==> config.mk <==
export PLATFORM = sky130hd
export DESIGN_NAME = qdr_port_arbiter
export DESIGN_NICKNAME = d
export VERILOG_FILES = /design/src/rtl/qdr_arb_pkg.sv /design/src/rtl/qdr_tag_fifo.sv /design/src/rtl/qdr_port_arbiter.sv
export SDC_FILE = /design/constraint.sdc
export NUM_CORES = 1
export LEC_CHECK = 0
export ABC_AREA = 1
export ABC_CLOCK_PERIOD_IN_PS = 2070
export BUFFER_PORTS_ARGS = -buffer_cell sky130_fd_sc_hd__buf_2
export CORE_ASPECT_RATIO = 1.2
export CORE_MARGIN = 5
export CORE_UTILIZATION = 35
export CTS_BUF_LIST = sky130_fd_sc_hd__clkbuf_16
export CTS_CLUSTER_DIAMETER = 200
export DETAILED_ROUTE_END_ITERATION = 10
export HOLD_SLACK_MARGIN = 0.1
export PLACE_DENSITY = 0.55
export SETUP_SLACK_MARGIN = 0.4
export SYNTH_ARGS = -nofsm -noshare
export SYNTH_HDL_FRONTEND = slang
export SYNTH_SLANG_ARGS = --single-unit
==> constraint.sdc <==
create_clock -name qdr_clk_i -period 2.07 [get_ports qdr_clk_i]
set_input_delay 0.3105 -clock qdr_clk_i [delete_from_list [all_inputs] [get_ports qdr_clk_i]]
set_output_delay 0.3105 -clock qdr_clk_i [all_outputs]
set_load 0.1 [all_outputs]
==> src/rtl/qdr_arb_pkg.sv <==
// Shared FSM state, read-tag encoding and data widths for the QDR port arbiter.
package qdr_arb_pkg;

  typedef enum logic [1:0] {
    IDLE   = 2'd0,
    WR_B1  = 2'd1,
    RD_GAP = 2'd2
  } arb_state_t;

  localparam logic TAG_CPU = 1'b0;
  localparam logic TAG_APP = 1'b1;

  localparam int unsigned BEAT_W  = 36;
  localparam int unsigned BURST_W = 72;

endpackage

==> src/rtl/qdr_tag_fifo.sv <==
// In-order read-tag FIFO: 1-bit entries, full/empty flags, push and pop may coincide.
module qdr_tag_fifo #(
  parameter int unsigned DEPTH = 16
) (
  input  logic i_clk,
  input  logic i_rst_n,
  input  logic i_push,
  input  logic i_push_data,
  input  logic i_pop,
  output logic o_pop_data,
  output logic o_full,
  output logic o_empty
);

  localparam int unsigned AW = $clog2(DEPTH);

  logic          r_mem [DEPTH];
  logic [AW:0]   r_wptr;
  logic [AW:0]   r_rptr;
  logic          w_push_ok;
  logic          w_pop_ok;

  // Extra pointer MSB distinguishes full from empty when the indices match.
  assign o_empty    = (r_wptr == r_rptr);
  assign o_full     = (r_wptr[AW] != r_rptr[AW]) && (r_wptr[AW-1:0] == r_rptr[AW-1:0]);
  assign o_pop_data = r_mem[r_rptr[AW-1:0]];
  assign w_push_ok  = i_push & ~o_full;
  assign w_pop_ok   = i_pop & ~o_empty;

  always_ff @(posedge i_clk) begin
    if (w_push_ok) r_mem[r_wptr[AW-1:0]] <= i_push_data;
  end

  always_ff @(posedge i_clk or negedge i_rst_n) begin
    if (!i_rst_n) begin
      r_wptr <= '0;
      r_rptr <= '0;
    end else begin
      if (w_push_ok) r_wptr <= r_wptr + {{AW{1'b0}}, 1'b1};
      if (w_pop_ok)  r_rptr <= r_rptr + {{AW{1'b0}}, 1'b1};
    end
  end

endmodule

==> src/rtl/qdr_port_arbiter.sv <==
// QDR command arbiter: CPU strobe port and app valid/ready port onto one BL4 QDR user interface.
// Define QDR_ARB_RR_EN for round-robin arbitration; default build is fixed CPU priority.
module qdr_port_arbiter
  import qdr_arb_pkg::*;
#(
  parameter int unsigned TAG_DEPTH = 16,
  parameter int unsigned ADDR_BITS = 22
) (
  input  logic                 qdr_clk_i,
  input  logic                 qdr_rst_n_i,
  input  logic [ADDR_BITS-1:0] cpu_addr,
  input  logic                 cpu_wr_en,
  input  logic [BEAT_W-1:0]    cpu_wr_data,
  input  logic [3:0]           cpu_wr_be,
  input  logic                 cpu_rd_en,
  output logic [BEAT_W-1:0]    cpu_rd_data,
  output logic                 cpu_rd_dvld,
  input  logic                 app_cmd_valid,
  output logic                 app_cmd_ready,
  input  logic                 app_cmd_we,
  input  logic [ADDR_BITS-1:0] app_addr,
  input  logic [BURST_W-1:0]   app_wr_data,
  input  logic [7:0]           app_wr_be,
  output logic [BURST_W-1:0]   app_rd_data,
  output logic                 app_rd_dvld,
  input  logic                 phy_rdy,
  output logic [ADDR_BITS-1:0] phy_addr,
  output logic                 phy_wr_en,
  output logic [BEAT_W-1:0]    phy_wr_data,
  output logic [3:0]           phy_wr_be,
  output logic                 phy_rd_en,
  input  logic [BEAT_W-1:0]    phy_rd_data,
  input  logic                 phy_rd_dvld,
  output logic                 cpu_overflow,
  output logic                 rd_orphan,
  input  logic                 clr_flags
);

  arb_state_t             r_state, w_state_nxt;
  logic                   r_run;
  logic                   r_hold_vld, r_hold_cap, r_hold_we;
  logic [ADDR_BITS-1:0]   r_hold_addr;
  logic [BURST_W-1:0]     r_hold_data;
  logic [7:0]             r_hold_be;
  logic [BEAT_W-1:0]      r_b1_data, w_b1_data_nxt;
  logic [3:0]             r_b1_be, w_b1_be_nxt;
  logic                   r_ret_b1, r_ret_tag;
  logic [BEAT_W-1:0]      r_ret_b0;
  logic                   w_tag_full, w_tag_empty, w_tag_head;
  logic                   w_slot, w_cpu_elig, w_app_elig, w_cpu_win, w_app_win;
  logic                   w_push, w_push_tag, w_pop, w_cpu_strobe, w_hold_busy;
  logic                   w_wr_en_nxt, w_rd_en_nxt;
  logic [ADDR_BITS-1:0]   w_addr_nxt;
  logic [BEAT_W-1:0]      w_wdata_nxt;
  logic [3:0]             w_be_nxt;

  // r_run keeps the combinational ready low while reset is asserted.
  assign w_slot     = r_run & (r_state == IDLE) & phy_rdy;
  assign w_cpu_elig = r_hold_vld & (r_hold_we | ~w_tag_full);
  assign w_app_elig = app_cmd_valid & (app_cmd_we | ~w_tag_full);

`ifdef QDR_ARB_RR_EN
  logic r_rr_cpu;
  assign w_cpu_win = w_slot & w_cpu_elig & (~w_app_elig | r_rr_cpu);

  always_ff @(posedge qdr_clk_i or negedge qdr_rst_n_i) begin
    if (!qdr_rst_n_i)   r_rr_cpu <= 1'b1;
    else if (w_cpu_win) r_rr_cpu <= 1'b0;
    else if (w_app_win) r_rr_cpu <= 1'b1;
  end
`else
  assign w_cpu_win = w_slot & w_cpu_elig;
`endif

  assign app_cmd_ready = w_slot & ~w_cpu_win & (app_cmd_we | ~w_tag_full);
  assign w_app_win     = app_cmd_valid & app_cmd_ready;
  assign w_cpu_strobe  = cpu_wr_en | cpu_rd_en;
  assign w_hold_busy   = r_hold_vld | r_hold_cap;
  assign w_pop         = phy_rd_dvld & ~r_ret_b1 & ~w_tag_empty;

  qdr_tag_fifo #(.DEPTH(TAG_DEPTH)) u_tag_fifo (
    .i_clk       (qdr_clk_i),
    .i_rst_n     (qdr_rst_n_i),
    .i_push      (w_push),
    .i_push_data (w_push_tag),
    .i_pop       (w_pop),
    .o_pop_data  (w_tag_head),
    .o_full      (w_tag_full),
    .o_empty     (w_tag_empty)
  );

  always_ff @(posedge qdr_clk_i or negedge qdr_rst_n_i) begin
    if (!qdr_rst_n_i) begin
      r_state <= IDLE;
      r_run   <= 1'b0;
    end else begin
      r_state <= w_state_nxt;
      r_run   <= 1'b1;
    end
  end

  always_comb begin
    w_state_nxt   = r_state;
    w_wr_en_nxt   = 1'b0;
    w_rd_en_nxt   = 1'b0;
    w_addr_nxt    = phy_addr;
    w_wdata_nxt   = phy_wr_data;
    w_be_nxt      = phy_wr_be;
    w_b1_data_nxt = r_b1_data;
    w_b1_be_nxt   = r_b1_be;
    w_push        = 1'b0;
    w_push_tag    = TAG_CPU;
    unique case (r_state)
      IDLE: begin
        if (w_cpu_win) begin
          w_addr_nxt = r_hold_addr;
          if (r_hold_we) begin
            w_wr_en_nxt   = 1'b1;
            w_wdata_nxt   = r_hold_data[BEAT_W-1:0];
            w_be_nxt      = r_hold_be[3:0];
            w_b1_data_nxt = r_hold_data[BURST_W-1:BEAT_W];
            w_b1_be_nxt   = r_hold_be[7:4];
            w_state_nxt   = WR_B1;
          end else begin
            w_rd_en_nxt = 1'b1;
            w_push      = 1'b1;
            w_state_nxt = RD_GAP;
          end
        end else if (w_app_win) begin
          w_addr_nxt = app_addr;
          if (app_cmd_we) begin
            w_wr_en_nxt   = 1'b1;
            w_wdata_nxt   = app_wr_data[BEAT_W-1:0];
            w_be_nxt      = app_wr_be[3:0];
            w_b1_data_nxt = app_wr_data[BURST_W-1:BEAT_W];
            w_b1_be_nxt   = app_wr_be[7:4];
            w_state_nxt   = WR_B1;
          end else begin
            w_rd_en_nxt = 1'b1;
            w_push      = 1'b1;
            w_push_tag  = TAG_APP;
            w_state_nxt = RD_GAP;
          end
        end
      end
      WR_B1: begin
        w_wdata_nxt = r_b1_data;
        w_be_nxt    = r_b1_be;
        w_state_nxt = IDLE;
      end
      RD_GAP:  w_state_nxt = IDLE;
      default: w_state_nxt = IDLE;
    endcase
  end

  always_ff @(posedge qdr_clk_i or negedge qdr_rst_n_i) begin
    if (!qdr_rst_n_i) begin
      phy_wr_en   <= 1'b0;
      phy_rd_en   <= 1'b0;
      phy_addr    <= '0;
      phy_wr_data <= '0;
      phy_wr_be   <= '0;
      r_b1_data   <= '0;
      r_b1_be     <= '0;
    end else begin
      phy_wr_en   <= w_wr_en_nxt;
      phy_rd_en   <= w_rd_en_nxt;
      phy_addr    <= w_addr_nxt;
      phy_wr_data <= w_wdata_nxt;
      phy_wr_be   <= w_be_nxt;
      r_b1_data   <= w_b1_data_nxt;
      r_b1_be     <= w_b1_be_nxt;
    end
  end

  // CPU write beat 1 arrives the cycle after the strobe; the hold turns valid only once it lands.
  always_ff @(posedge qdr_clk_i or negedge qdr_rst_n_i) begin
    if (!qdr_rst_n_i) begin
      r_hold_vld  <= 1'b0;
      r_hold_cap  <= 1'b0;
      r_hold_we   <= 1'b0;
      r_hold_addr <= '0;
      r_hold_data <= '0;
      r_hold_be   <= '0;
    end else begin
      if (w_cpu_win) r_hold_vld <= 1'b0;
      if (r_hold_cap) begin
        r_hold_cap                      <= 1'b0;
        r_hold_vld                      <= 1'b1;
        r_hold_data[BURST_W-1:BEAT_W]   <= cpu_wr_data;
        r_hold_be[7:4]                  <= cpu_wr_be;
      end else if (w_cpu_strobe && !w_hold_busy) begin
        r_hold_addr <= cpu_addr;
        r_hold_we   <= cpu_wr_en;
        if (cpu_wr_en) begin
          r_hold_cap                <= 1'b1;
          r_hold_data[BEAT_W-1:0]   <= cpu_wr_data;
          r_hold_be[3:0]            <= cpu_wr_be;
        end else begin
          r_hold_vld <= 1'b1;
        end
      end
    end
  end

  always_ff @(posedge qdr_clk_i or negedge qdr_rst_n_i) begin
    if (!qdr_rst_n_i) begin
      cpu_rd_data  <= '0;
      cpu_rd_dvld  <= 1'b0;
      app_rd_data  <= '0;
      app_rd_dvld  <= 1'b0;
      r_ret_b1     <= 1'b0;
      r_ret_tag    <= TAG_CPU;
      r_ret_b0     <= '0;
      cpu_overflow <= 1'b0;
      rd_orphan    <= 1'b0;
    end else begin
      cpu_rd_dvld <= 1'b0;
      app_rd_dvld <= 1'b0;
      r_ret_b1    <= w_pop;
      if (w_pop) begin
        r_ret_tag <= w_tag_head;
        r_ret_b0  <= phy_rd_data;
        if (w_tag_head == TAG_CPU) begin
          cpu_rd_data <= phy_rd_data;
          cpu_rd_dvld <= 1'b1;
        end
      end else if (r_ret_b1) begin
        if (r_ret_tag == TAG_CPU) begin
          cpu_rd_data <= phy_rd_data;
        end else begin
          app_rd_data <= {phy_rd_data, r_ret_b0};
          app_rd_dvld <= 1'b1;
        end
      end
      if (clr_flags) begin
        cpu_overflow <= 1'b0;
        rd_orphan    <= 1'b0;
      end
      if (w_cpu_strobe && w_hold_busy)                  cpu_overflow <= 1'b1;
      if (phy_rd_dvld && !r_ret_b1 && w_tag_empty)      rd_orphan    <= 1'b1;
    end
  end

endmodule

==> key figures, run 1 <==
Synthesis
  • Seq/Total Area, Yosys: between 50 and 60%
  • Post-synthesis cell count: roughly 1900
  • Synth top area share: 55.8%
  • Netlist cell types: 33
  • Synth Net Count: between 2000 and 2500
  • Synth Flop Type: dfrtp_1
  • FFs w/ async S/R, synth: between 90% and 100%
  • Top cells by count, synth: nand2_1 (510), dfrtp_1 (372), o21ai_0 (165)
  • Yosys reg bits: about 390
  • Synth warn: 0
  • Post-synth EDFFs: 16
  • Top cells by area, synth: dfrtp_1 (56%), nand2_1 (11%), o21ai_0 (4.9%)
  • Count leader, synth: nand2_1
  • Post-Synthesis Cell Area: about 0.017 mm^2
  • Synth area leader: dfrtp_1
  • Mean Syn Cell Area: around 9 um^2

Drt
  • Detailed-route DRC error count: 0
  • DR vias/cell: slightly below 5
  • Vias: 15200
  • Initial drt markers: ~900
  • DR WL/cell: around 19 um
  • Detailed-route wire length: slightly below 60000 um
  • DRT Pass-1 Iters: 5
  • Post-route ant nets: 0

Final layout
  • Layout Nets: about 2700
  • Proportion of layout cells with a drive suffix above 1: between 30 and 40%
  • Multi-input logic area: 0.00693 mm^2
  • Finished Core Util: a little over half
  • Area delta synth->final: 50.8%
  • Layout fillers: between 4000 and 5000
  • Area occupied by registers: roughly 0.01 mm^2

Global route
  • First-pass GRT wire length: slightly below 90000 um
  • Total track usage: 21.1%
  • Vias in the first global route: between 15000 and 20000
  • Number of antenna violations at the first check in global routing: 8
  • Pin count of the biggest net entering global routing: 69
  • Overflow after GRT: 0

Floorplan
  • Die H: approximately 250 um
  • Standard-cell rows: 87
  • Initial Utilization: a little over a third
  • Die area: about 0.052 mm^2
  • Total I/O pin count: 386
  • Chip width: approximately 210 um
  • Core area: approximately 0.047 mm^2

Place
  • Port Buf Inserts: ~390
  • Routability cong.: 0.871
  • Dpl hpwl: ~36000 um

Setup path
  • CP required: between 1500 and 2000 ps
  • Crit path kind: register to output port
  • WP buf/inv: 2
  • CP Capture Type: output port
  • Startpoint class of the critical path: register
  • Crit path max-delay family: simple AND/OR/NAND/NOR gates
  • Max FO, Critical Path: 3
  • Reg2Reg Launch Point: u_tag_fifo.r_rptr[0]$_DFFE_PN0P_
  • Max incr delay on CP: roughly 400 ps
  • WP data arrival: roughly 1900 ps
  • Crit path launch: u_tag_fifo.r_rptr[0]$_DFFE_PN0P_
  • Critical path cell sequence: inv_2, nand2_1, nand2_2, nor2_4, nand4_4, nand2_4, nand2_2, nor2_4, buf_12
  • Slowest CP cell: dfrtp_1

Clocking
  • CTS clk-pin slew, worst paths: 60 ps
  • Root Buffer: clkbuf_16
  • Clock sinks: slightly below 400
  • H-tree depth: 2
  • Latest clock arrival within the worst-skew pair: 560 ps
  • Cts bufs inserted: 43
  • Clk buf depth: 3
  • TritonCTS clock tree: built

Run
  • Max-capacitance violation count: 0

Run status
  • Outcome: finished, violations left
  • Failing checks: setup timing

STA
  • Layout Skew: about 22 ps
  • Min Hold Slack: between 100 and 150 ps
  • Final Setup Violations: 94
  • Pins Over Slew Limit: 0
  • Relative slew slack: approximately 60%
  • Worst Max-Slew Pin Slew: roughly 600 ps
  • Setup TNS: -2400 ps
  • RSZ-0062 raised after global routing: yes
  • Clock period minus worst slack: ~2200 ps
  • Fin crit share: 105%
  • Final hold viol count: 0
  • Final Worst Setup Slack: -108 ps
  • Achievable frequency: 459 MHz

Worst hold path
  • Min-delay worst type: input port to register
  • Hold_sp: phy_rd_data[21]

Pwr
  • Power per cell area: around 1800 mW/mm^2
  • Leakage power: about 13 nW
  • VDD IR-drop max: around 0.0013 V
## timing repair
action / in CTS / in global routing
hold buffers: 163 / 0
buffers inserted: 22 / 8
hold endpoints to repair: 306 / 0
pin swaps: 16 / 65
endpoints found under the setup margin: 364 / 424
resized for setup: 92 / 234
gates cloned: 16 / 16
## cell usage in the layout, fill, tap and decap left out, types with 34 or more instances in the layout
cell type      synthesis  routed
nand2_1              510     431
buf_2                 29     383
dfrtp_1              372     368
dlygate4sd3_1          0     163
inv_1                148     150
o21ai_0              165     136
nor2_1               103      75
nand2_2                1      60
clkbuf_16              0      57
buf_4                  7      52
o21ai_1               58      51
a21oi_1               82      49
mux2_2                47      47
nand4_1               43      43
or2_2                 47      40
nand3_1               70      36
nand3_2                2      34
## worst reg2reg max path, cell delays in order (launching register included)
cell and delay [ps]:
dfrtp_1 400, inv_2 50, nand2_1 70, nand2_2 70
nor2_4 150, nand4_4 130, buf_6 140, buf_6 120
nand3_4 90, nand2_2 80, nand2_4 110, nand2_8 100
buf_12 170, bufbuf_16 270, nand3_2 50, nand2_1 60
## layer usage
layer / vias to the layer above / track usage [%] / share of wire, %
met5: - / 0 / 0
met1: 7387 / 27.0 / 41
met4: 0 / 7.83 / 3.1
met3: 118 / 4.16 / 5.7
li1: 7209 / - / -
met2: 514 / 35.6 / 50
## sequential cells by signal (all words and copies together), names as in the netlist, 8 cells and up
register,count
app_rd_data,72
cpu_rd_data,36
phy_addr,22
phy_wr_data,36
r_b1_data,36
r_hold_addr,22
r_hold_be,8
r_hold_data,72
r_ret_b0,36
u_tag_fifo.r_mem,16
## final cells by class
| type | count | area share, % |
|---|---|---|
| multi-input cells | 1186 | 27.5 |
| clock buffers | 45 | 4.47 |
| diodes | 5 | 0.0497 |
| inverters | 160 | 2.49 |
| flip-flops and latches | 388 | 38.9 |
| well taps | 623 | 3.10 |
| repair buffers | 681 | 22.6 |
| clock inverters | 31 | 0.905 |
## power breakdown
part	switching [mW]	total (mW)	internal [mW]	leakage, nW
Sequential	2.01	13.0	11.0	4.67
Combinational	19.1	25.4	6.29	7.17
Clock	3.15	7.45	4.30	0.686
## final timing paths
check                                         endpoint  slack, ps  depth (start not counted)
setup / recovery                         app_cmd_ready       -110                          9
hold / removal             cpu_rd_data[21]$_DFFE_PN0P_        140                          3
setup reg to reg            phy_wr_data[1]$_DFFE_PN0P_        -90                         15
hold reg to reg            app_rd_data[21]$_DFFE_PN0P_        470                          2
max in group asynchronous     phy_addr[16]$_DFFE_PN0P_        890                          3
min in group asynchronous     r_ret_b0[27]$_DFFE_PN0P_        290                          2
## kinds of logic (layout without fill, tap and decap cells)
group           count (synthesis)  after routing  share of synthesized area, %
fa+ha+maj                       5              5                         0.375
simple gates                  799            799                          20.3
flops                         388            388                          58.7
other cells                     1              6                        0.0225
mux                            47             47                          3.17
xor+xnor                        8              8                         0.420
buf+inv                       276            917                          6.94
compound gates                326            326                          10.1
## per-stage QoR
stage / std cells / instance area [um^2] / worst slack, ps / total power, mW
after floorplan: 1850 / 17100 / 129 / 30.4
after global routing: 3119 / 25200 / -220 / 48.2
after CTS: 3090 / 23900 / -130 / 44.4
after global placement: 2813 / 20000 / 53.6 / 35.1
after detailed placement: 2813 / 20000 / -0.892 / 35.4
final: 3119 / 25200 / -108 / 45.9
Note: power is estimated with default switching activity, not from simulation.
==> run 2: changes to the inputs <==
--- a/config.mk
+++ b/config.mk
@@ -9,14 +9,13 @@
 export ABC_CLOCK_PERIOD_IN_PS = 2070
 export BUFFER_PORTS_ARGS = -buffer_cell sky130_fd_sc_hd__buf_2
 export CORE_ASPECT_RATIO = 1.2
-export CORE_MARGIN = 5
+export CORE_MARGIN = 1.5
 export CORE_UTILIZATION = 35
 export CTS_BUF_LIST = sky130_fd_sc_hd__clkbuf_16
 export CTS_CLUSTER_DIAMETER = 200
 export DETAILED_ROUTE_END_ITERATION = 10
 export HOLD_SLACK_MARGIN = 0.1
 export PLACE_DENSITY = 0.55
-export SETUP_SLACK_MARGIN = 0.4
 export SYNTH_ARGS = -nofsm -noshare
 export SYNTH_HDL_FRONTEND = slang
 export SYNTH_SLANG_ARGS = --single-unit
==> run 2 against run 1 <==
Net effect: the flow still finishes with violations (setup timing); largest power group unchanged; register-to-register slack got worse by 20 ps; via count decreased by 1.5%; count of clock-buffer cells in the layout decreased by 4; highest routed layer unchanged; non-clock buffer count decreased by 26.
==> key figures, run 2 (synthesis gave the netlist of run 1 again) <==
Clocking
  • Clk buf depth: 3 (unchanged)
  • Latest clock arrival within the worst-skew pair: 570 ps (about the same)
  • Root Buffer: clkbuf_16
  • Cts bufs inserted: 40 (-7.0%)
  • CTS clk-pin slew, worst paths: 70 ps (about the same)
  • TritonCTS clock tree: built
  • H-tree depth: 2 (unchanged)
  • Clock sinks: 388 (unchanged)

Setup path
  • Max FO, Critical Path: 3 (unchanged)
  • R2r setup slk: -110 ps (-20 ps)
  • Startpoint class of the critical path: register
  • Reg2Reg Launch Point: u_tag_fifo.r_wptr[2]$_DFFE_PN0P_
  • WP data arrival: 1880 ps (about the same)
  • Crit path kind: register to output port
  • Crit path launch: u_tag_fifo.r_wptr[2]$_DFFE_PN0P_
  • RR Endpoint: phy_wr_data[23]$_DFFE_PN0P_
  • CP Capture Type: output port
  • CP required: 1760 ps (about the same)
  • Worst r2r path cells: 15 (unchanged)
  • Worst setup path endpoint: app_cmd_ready

Run
  • Max-capacitance violation count: 0 (unchanged)

Global route
  • Total track usage: 20.3% (-0.83 points)
  • Number of antenna violations at the first check in global routing: 6 (-2)
  • Vias in the first global route: 14300 (-7.7%)
  • First-pass GRT wire length: 79000 um (-10%)
  • Overflow after GRT: 0 (unchanged)
  • Pin count of the biggest net entering global routing: 90 (+30%)

Pwr
  • Flop pwr share: 29.2% (+0.8 points)
  • Total power draw: 43.7 mW (-4.7%)
  • Clock Power Share: 16.1% (about the same)
  • Combinational Power Share: 54.7% (-0.7 points)
  • Design internal power: 20.4 mW (-5.4%)
  • VDD IR-drop max: 0.00109 V (-16%)
  • Sw Pwr: 23.3 mW (-4.1%)
  • Power per cell area: 1850 mW/mm^2 (+1.4%)
  • Leakage power: 11.8 nW (-5.5%)
  • Net Sw Frac: 53.3% (+0.36 points)

Place
  • Routability cong.: 0.815 (-6.4%)
  • Placed Instances: 2796 (-0.60%)
  • Port Buf Inserts: 385 (unchanged)
  • Dpl hpwl: 32700 um (-10%)

STA
  • Final Setup Violations: 93 (-1.1%)
  • Clock period minus worst slack: 2190 ps (+13.4 ps)
  • Final hold viol count: 0 (unchanged)
  • Setup TNS: -5160 ps (-2760 ps)
  • Worst Max-Slew Pin Slew: 611 ps (+8.22 ps)
  • Relative slew slack: 59.2% (-0.59 points)
  • Fin crit share: 106% (+0.65 points)
  • Achievable frequency: 456 MHz (-0.61%)
  • Layout Skew: 23.8 ps (+1.93 ps)
  • RSZ-0062 raised after global routing: yes
  • Final Worst Setup Slack: -121 ps (-13.4 ps)
  • Pins Over Slew Limit: 0 (unchanged)

Floorplan
  • Die H: 242 um (-2.8%)
  • Core area: 0.0470 mm^2 (-0.23%)
  • Standard-cell rows: 87 (unchanged)
  • Total I/O pin count: 386 (unchanged)
  • Chip width: 202 um (-3.3%)
  • Die area: 0.0490 mm^2 (-6.1%)
  • Initial Utilization: 35.5% (+0.082 points)

Drt
  • Detailed-route wire length: 56100 um (-5.4%)
  • Detailed-route DRC error count: 0 (unchanged)
  • DR vias/cell: 4.86 (-0.42%)
  • Post-route ant nets: 0 (unchanged)
  • Initial drt markers: 783 (-13%)
  • DR WL/cell: 18.2 um (-4.4%)
  • DRT Pass-1 Iters: 4 (-1)
  • Vias: 15000 (-1.5%)

Final layout
  • Proportion of layout cells with a drive suffix above 1: 29.2% (-8.0 points)
  • Top Registers: app_rd_data (72), r_hold_data (72)
  • Layout Nets: 2646 (-1.0%)
  • Commonest non-fill, non-tap cell in the layout: nand2_1
  • Area delta synth->final: 41.7%
  • Most frequent cells in the layout: nand2_1 (487), buf_2 (383), dfrtp_1 (368)
  • Post-route non-filler standard cell count: 3086 (-1.1%)

Worst hold path
  • Min-delay worst type: input port to register
  • Hold_sp: app_wr_data[30]

Run status
  • Outcome: finished, violations left
  • Failing checks: setup timing
run 2: how the worst min path moves through the flow:
stage / to / slack [ps] / depth (start not counted)
2_1_floorplan: app_rd_data[0]$_DFFE_PN0P_ / 10 / 0
3_3_place_gp: app_rd_data[64]$_DFFE_PN0P_ / 210 / 1
3_5_place_dp: app_rd_data[64]$_DFFE_PN0P_ / 220 / 1
4_1_cts: phy_wr_data[3]$_DFFE_PN0P_ / 130 / 7
5_1_grt: phy_wr_data[11]$_DFFE_PN0P_ / 190 / 7
6_report: phy_wr_data[30]$_DFFE_PN0P_ / 170 / 7
run 2: repair_timing:
| item | 4_1_cts | 5_1_grt |
|---|---|---|
| resized for setup | 15 | 94 |
| setup endpoints to repair | 13 | 148 |
| endpoints found under the hold margin | 577 | 0 |
| pin swaps | 7 | 24 |
| hold buffers | 164 | 0 |
| cloned | 2 | 28 |
| buffers inserted | 8 | 15 |
run 2: layout make-up:
class | count | area, um^2
fillers | 4395 | 23400
flip-flops and latches | 388 | 9790
multi-input cells | 1187 | 6060
repair buffers | 655 | 5160
clock buffers | 41 | 1030
well taps | 623 | 779
inverters | 160 | 611
clock inverters | 29 | 210
diodes | 3 | 7.51
run 2: power groups by stage:
stage                     Clock (mW)  Sequential, mW  Combinational (mW)
after floorplan                    0            24.1                5.89
after global placement             0            12.8                21.7
final                           7.03            12.8                23.9
after detailed placement           0            12.8                21.9
after CTS                       7.24            12.7                22.4
after global routing            7.51            13.2                25.2
run 2: per-stage QoR:
step	area [um^2]	utilization [%]	hold slack (ps)	setup slack [ps]
2_1_floorplan	16700	-	14.9	19.8
3_3_place_gp	19600	41.7	213	84.7
3_5_place_dp	19600	41.7	218	8.39
4_1_cts	22600	48.2	130	-174
5_1_grt	23700	50.3	188	-201
6_report	23700	50.3	168	-121
run 2: worst max-delay path, cell delays in order, from the launching register on:
cell     delay, ps
dfrtp_1        390
inv_2           70
nand2_1         70
nand2_2         70
nor2_4         150
nand4_4        100
nand2_2         80
nand2_2         60
nor2_4         130
buf_12         190
run 2: per-layer routing:
metal  part of all wire [%]  vias up  track usage (%)
li1                       -     7140                -
met1                     42     7238             27.0
met2                     48      529             32.8
met3                    6.1       96             3.87
met4                    3.0        0             7.39
met5                      0        -                0
==> run 3: changes to the inputs <==
--- a/config.mk
+++ b/config.mk
@@ -10,12 +10,12 @@
 export BUFFER_PORTS_ARGS = -buffer_cell sky130_fd_sc_hd__buf_2
 export CORE_ASPECT_RATIO = 1.2
 export CORE_MARGIN = 1.5
-export CORE_UTILIZATION = 35
+export CORE_UTILIZATION = 49
 export CTS_BUF_LIST = sky130_fd_sc_hd__clkbuf_16
 export CTS_CLUSTER_DIAMETER = 200
 export DETAILED_ROUTE_END_ITERATION = 10
 export HOLD_SLACK_MARGIN = 0.1
-export PLACE_DENSITY = 0.55
+export PLACE_DENSITY = 0.74
 export SYNTH_ARGS = -nofsm -noshare
 export SYNTH_HDL_FRONTEND = slang
 export SYNTH_SLANG_ARGS = --single-unit
==> run 3 against run 2 <==
Net effect: the run still ends with setup timing left; register-to-register slack improved by 140 ps; global-route usage rose by 8.6 points; flip-flop and latch count did not move; count of clock-buffer cells in the layout did not move; wire length fell by 4.9%; worst hold slack got worse by 35 ps; critical path type unchanged; largest cell class unchanged; highest routed layer unchanged.
==> key figures, run 3 (synthesis gave the netlist of run 1 again) <==
Floorplan
  • Core area: 0.0333 mm^2 (-29%)
  • Chip width: 171 um (-15%)
  • Total I/O pin count: 386 (unchanged)
  • Die H: 205 um (-15%)
  • Standard-cell rows: 73 (-16%)
  • Die area: 0.0352 mm^2 (-28%)
  • Initial Utilization: 50.1% (+15 points)

Drt
  • Detailed-route wire length: 53400 um (-4.9%)
  • DRT Pass-1 Iters: 6 (+2)
  • Initial drt markers: 1392 (+78%)
  • Vias: 15500 (+3.0%)
  • DR WL/cell: 18.6 um (+2.4%)
  • Post-route ant nets: 0 (unchanged)
  • Detailed-route DRC error count: 0 (unchanged)
  • DR vias/cell: 5.39 (+11%)

Run
  • Max-capacitance violation count: 0 (unchanged)

Setup path
  • CP required: 1760 ps (about the same)
  • Startpoint class of the critical path: register
  • WP data arrival: 1860 ps (-20 ps)
  • Max FO, Critical Path: 3 (unchanged)
  • Crit path kind: register to output port
  • R2r setup slk: 30 ps (+140 ps)
  • CP Capture Type: output port

Place
  • Placed Instances: 2618 (-6.4%)
  • Placement Setup Slack: -47.1 ps (-55.5 ps)
  • Port Buf Inserts: 385 (unchanged)
  • Dpl hpwl: 31000 um (-5.2%)
  • Routability cong.: 0.886 (+8.8%)

Global route
  • Vias in the first global route: 15100 (+5.5%)
  • Total track usage: 28.9% (+8.6 points)
  • First-pass GRT wire length: 79400 um (+0.50%)
  • Overflow after GRT: 0 (unchanged)
  • Pin count of the biggest net entering global routing: 109 (+21%)
  • Number of antenna violations at the first check in global routing: 1 (-5)

Final layout
  • Area delta synth->final: 36.1%
  • Most frequent cells in the layout: nand2_1 (494), buf_2 (383), dfrtp_1 (369)
  • Commonest non-fill, non-tap cell in the layout: nand2_1
  • Top Registers: app_rd_data (72), r_hold_data (72)
  • Post-route non-filler standard cell count: 2868 (-7.1%)
  • Layout Nets: 2604 (-1.6%)
  • Proportion of layout cells with a drive suffix above 1: 27.4% (-1.8 points)
  • Finished Core Util: 68.1% (+18 points)

Run status
  • Outcome: finished, violations left
  • Failing checks: setup timing

STA
  • Fin crit share: 105% (-0.85 points)
  • RSZ-0062 raised after global routing: yes
  • Relative slew slack: 53.5% (-5.7 points)
  • Final Setup Violations: 1 (-99%)
  • Layout Skew: 32.3 ps (+8.51 ps)
  • Pins Over Slew Limit: 0 (unchanged)
  • Final hold viol count: 0 (unchanged)
  • Worst Max-Slew Pin Slew: 697 ps (+85.9 ps)
  • Achievable frequency: 460 MHz (+0.81%)
  • Setup TNS: -103 ps (+5060 ps)
  • Final Worst Setup Slack: -103 ps (+17.6 ps)
  • Clock period minus worst slack: 2170 ps (-17.6 ps)

Clocking
  • CTS clk-pin slew, worst paths: 60 ps (about the same)
  • Latest clock arrival within the worst-skew pair: 560 ps (about the same)
  • Clk buf depth: 3 (unchanged)
  • TritonCTS clock tree: built
  • H-tree depth: 2 (unchanged)
  • Cts bufs inserted: 39 (-2.5%)
  • Clock sinks: 388 (unchanged)
  • Root Buffer: clkbuf_16

Worst hold path
  • Min-delay worst type: input port to register
-- run 3: cell count changes in the layout (fill, tap and decap cells not counted), moves of 7 or more --
cell / previous run / this run
o21ai_0: 158 / 165
clkbuf_16: 57 / 49
nand2_2: 19 / 12
nor2_1: 88 / 98
o21ai_1: 65 / 58
buf_6: 16 / 3
nand2_1: 487 / 494
-- run 3: final cells by class --
type | count | area (um^2)
clock inverters | 27 | 175
clock buffers | 41 | 1030
repair buffers | 615 | 4540
fillers | 2413 | 10600
well taps | 450 | 563
diodes | 1 | 2.50
flip-flops and latches | 388 | 9790
inverters | 160 | 613
multi-input cells | 1186 | 5990
-- run 3: layer usage --
metal | routed length [um] | share of wire, % | GRT usage, % | up-vias
li1 | - | - | - | 7032
met1 | 20200 | 38 | 35.1 | 7389
met2 | 26400 | 49 | 48.6 | 834
met3 | 4260 | 8.0 | 5.83 | 197
met4 | 2590 | 4.9 | 14.6 | 0
met5 | 0 | 0 | 0 | -
-- run 3: repair_timing --
| action | 4_1_cts | 5_1_grt |
|---|---|---|
| cloned | 2 | 8 |
| endpoints found under the hold margin | 308 | 0 |
| setup endpoints to repair | 24 | 138 |
| resized for setup | 23 | 43 |
| pin swaps | 6 | 14 |
| buffers inserted | 7 | 7 |
| hold buffers | 158 | 0 |
-- run 3: path summary, 6_finish.rpt --
check                           cells after the start                     endpoint                             start
worst max-delay path                                9                app_cmd_ready  u_tag_fifo.r_wptr[2]$_DFFE_PN0P_
worst min-delay path                                3   cpu_rd_data[5]$_DFFE_PN0P_                    phy_rd_data[5]
min in group asynchronous                           2    r_b1_data[23]$_DFFE_PN0P_                       qdr_rst_n_i
worst max register to register                     12     phy_addr[10]$_DFFE_PN0P_  u_tag_fifo.r_wptr[2]$_DFFE_PN0P_
max in group asynchronous                           3  r_hold_data[67]$_DFFE_PN0P_                       qdr_rst_n_i
worst min register to register                      2   app_rd_data[3]$_DFFE_PN0P_           r_ret_b0[3]$_DFFE_PN0P_
-- run 3: critical path, stage by stage (launching register included) --
cell and delay [ps]:
dfrtp_1 400, inv_2 60, nand2_2 70, nand2_2 60, nor2_4 150, nand4_4 120, nand2_2 100, nand2_2 60
nor2_4 120, buf_12 180
-- run 3: through the flow --
step	hold slack, ps	area, um^2
3_5_place_dp	277	19300
5_1_grt	108	22700
2_1_floorplan	14.9	16700
6_report	132	22700
3_3_place_gp	274	19300
4_1_cts	104	22300
Power of run 3 is not shown: default switching activity piles up to over one toggle a cycle in this logic, so the estimate is an artifact.
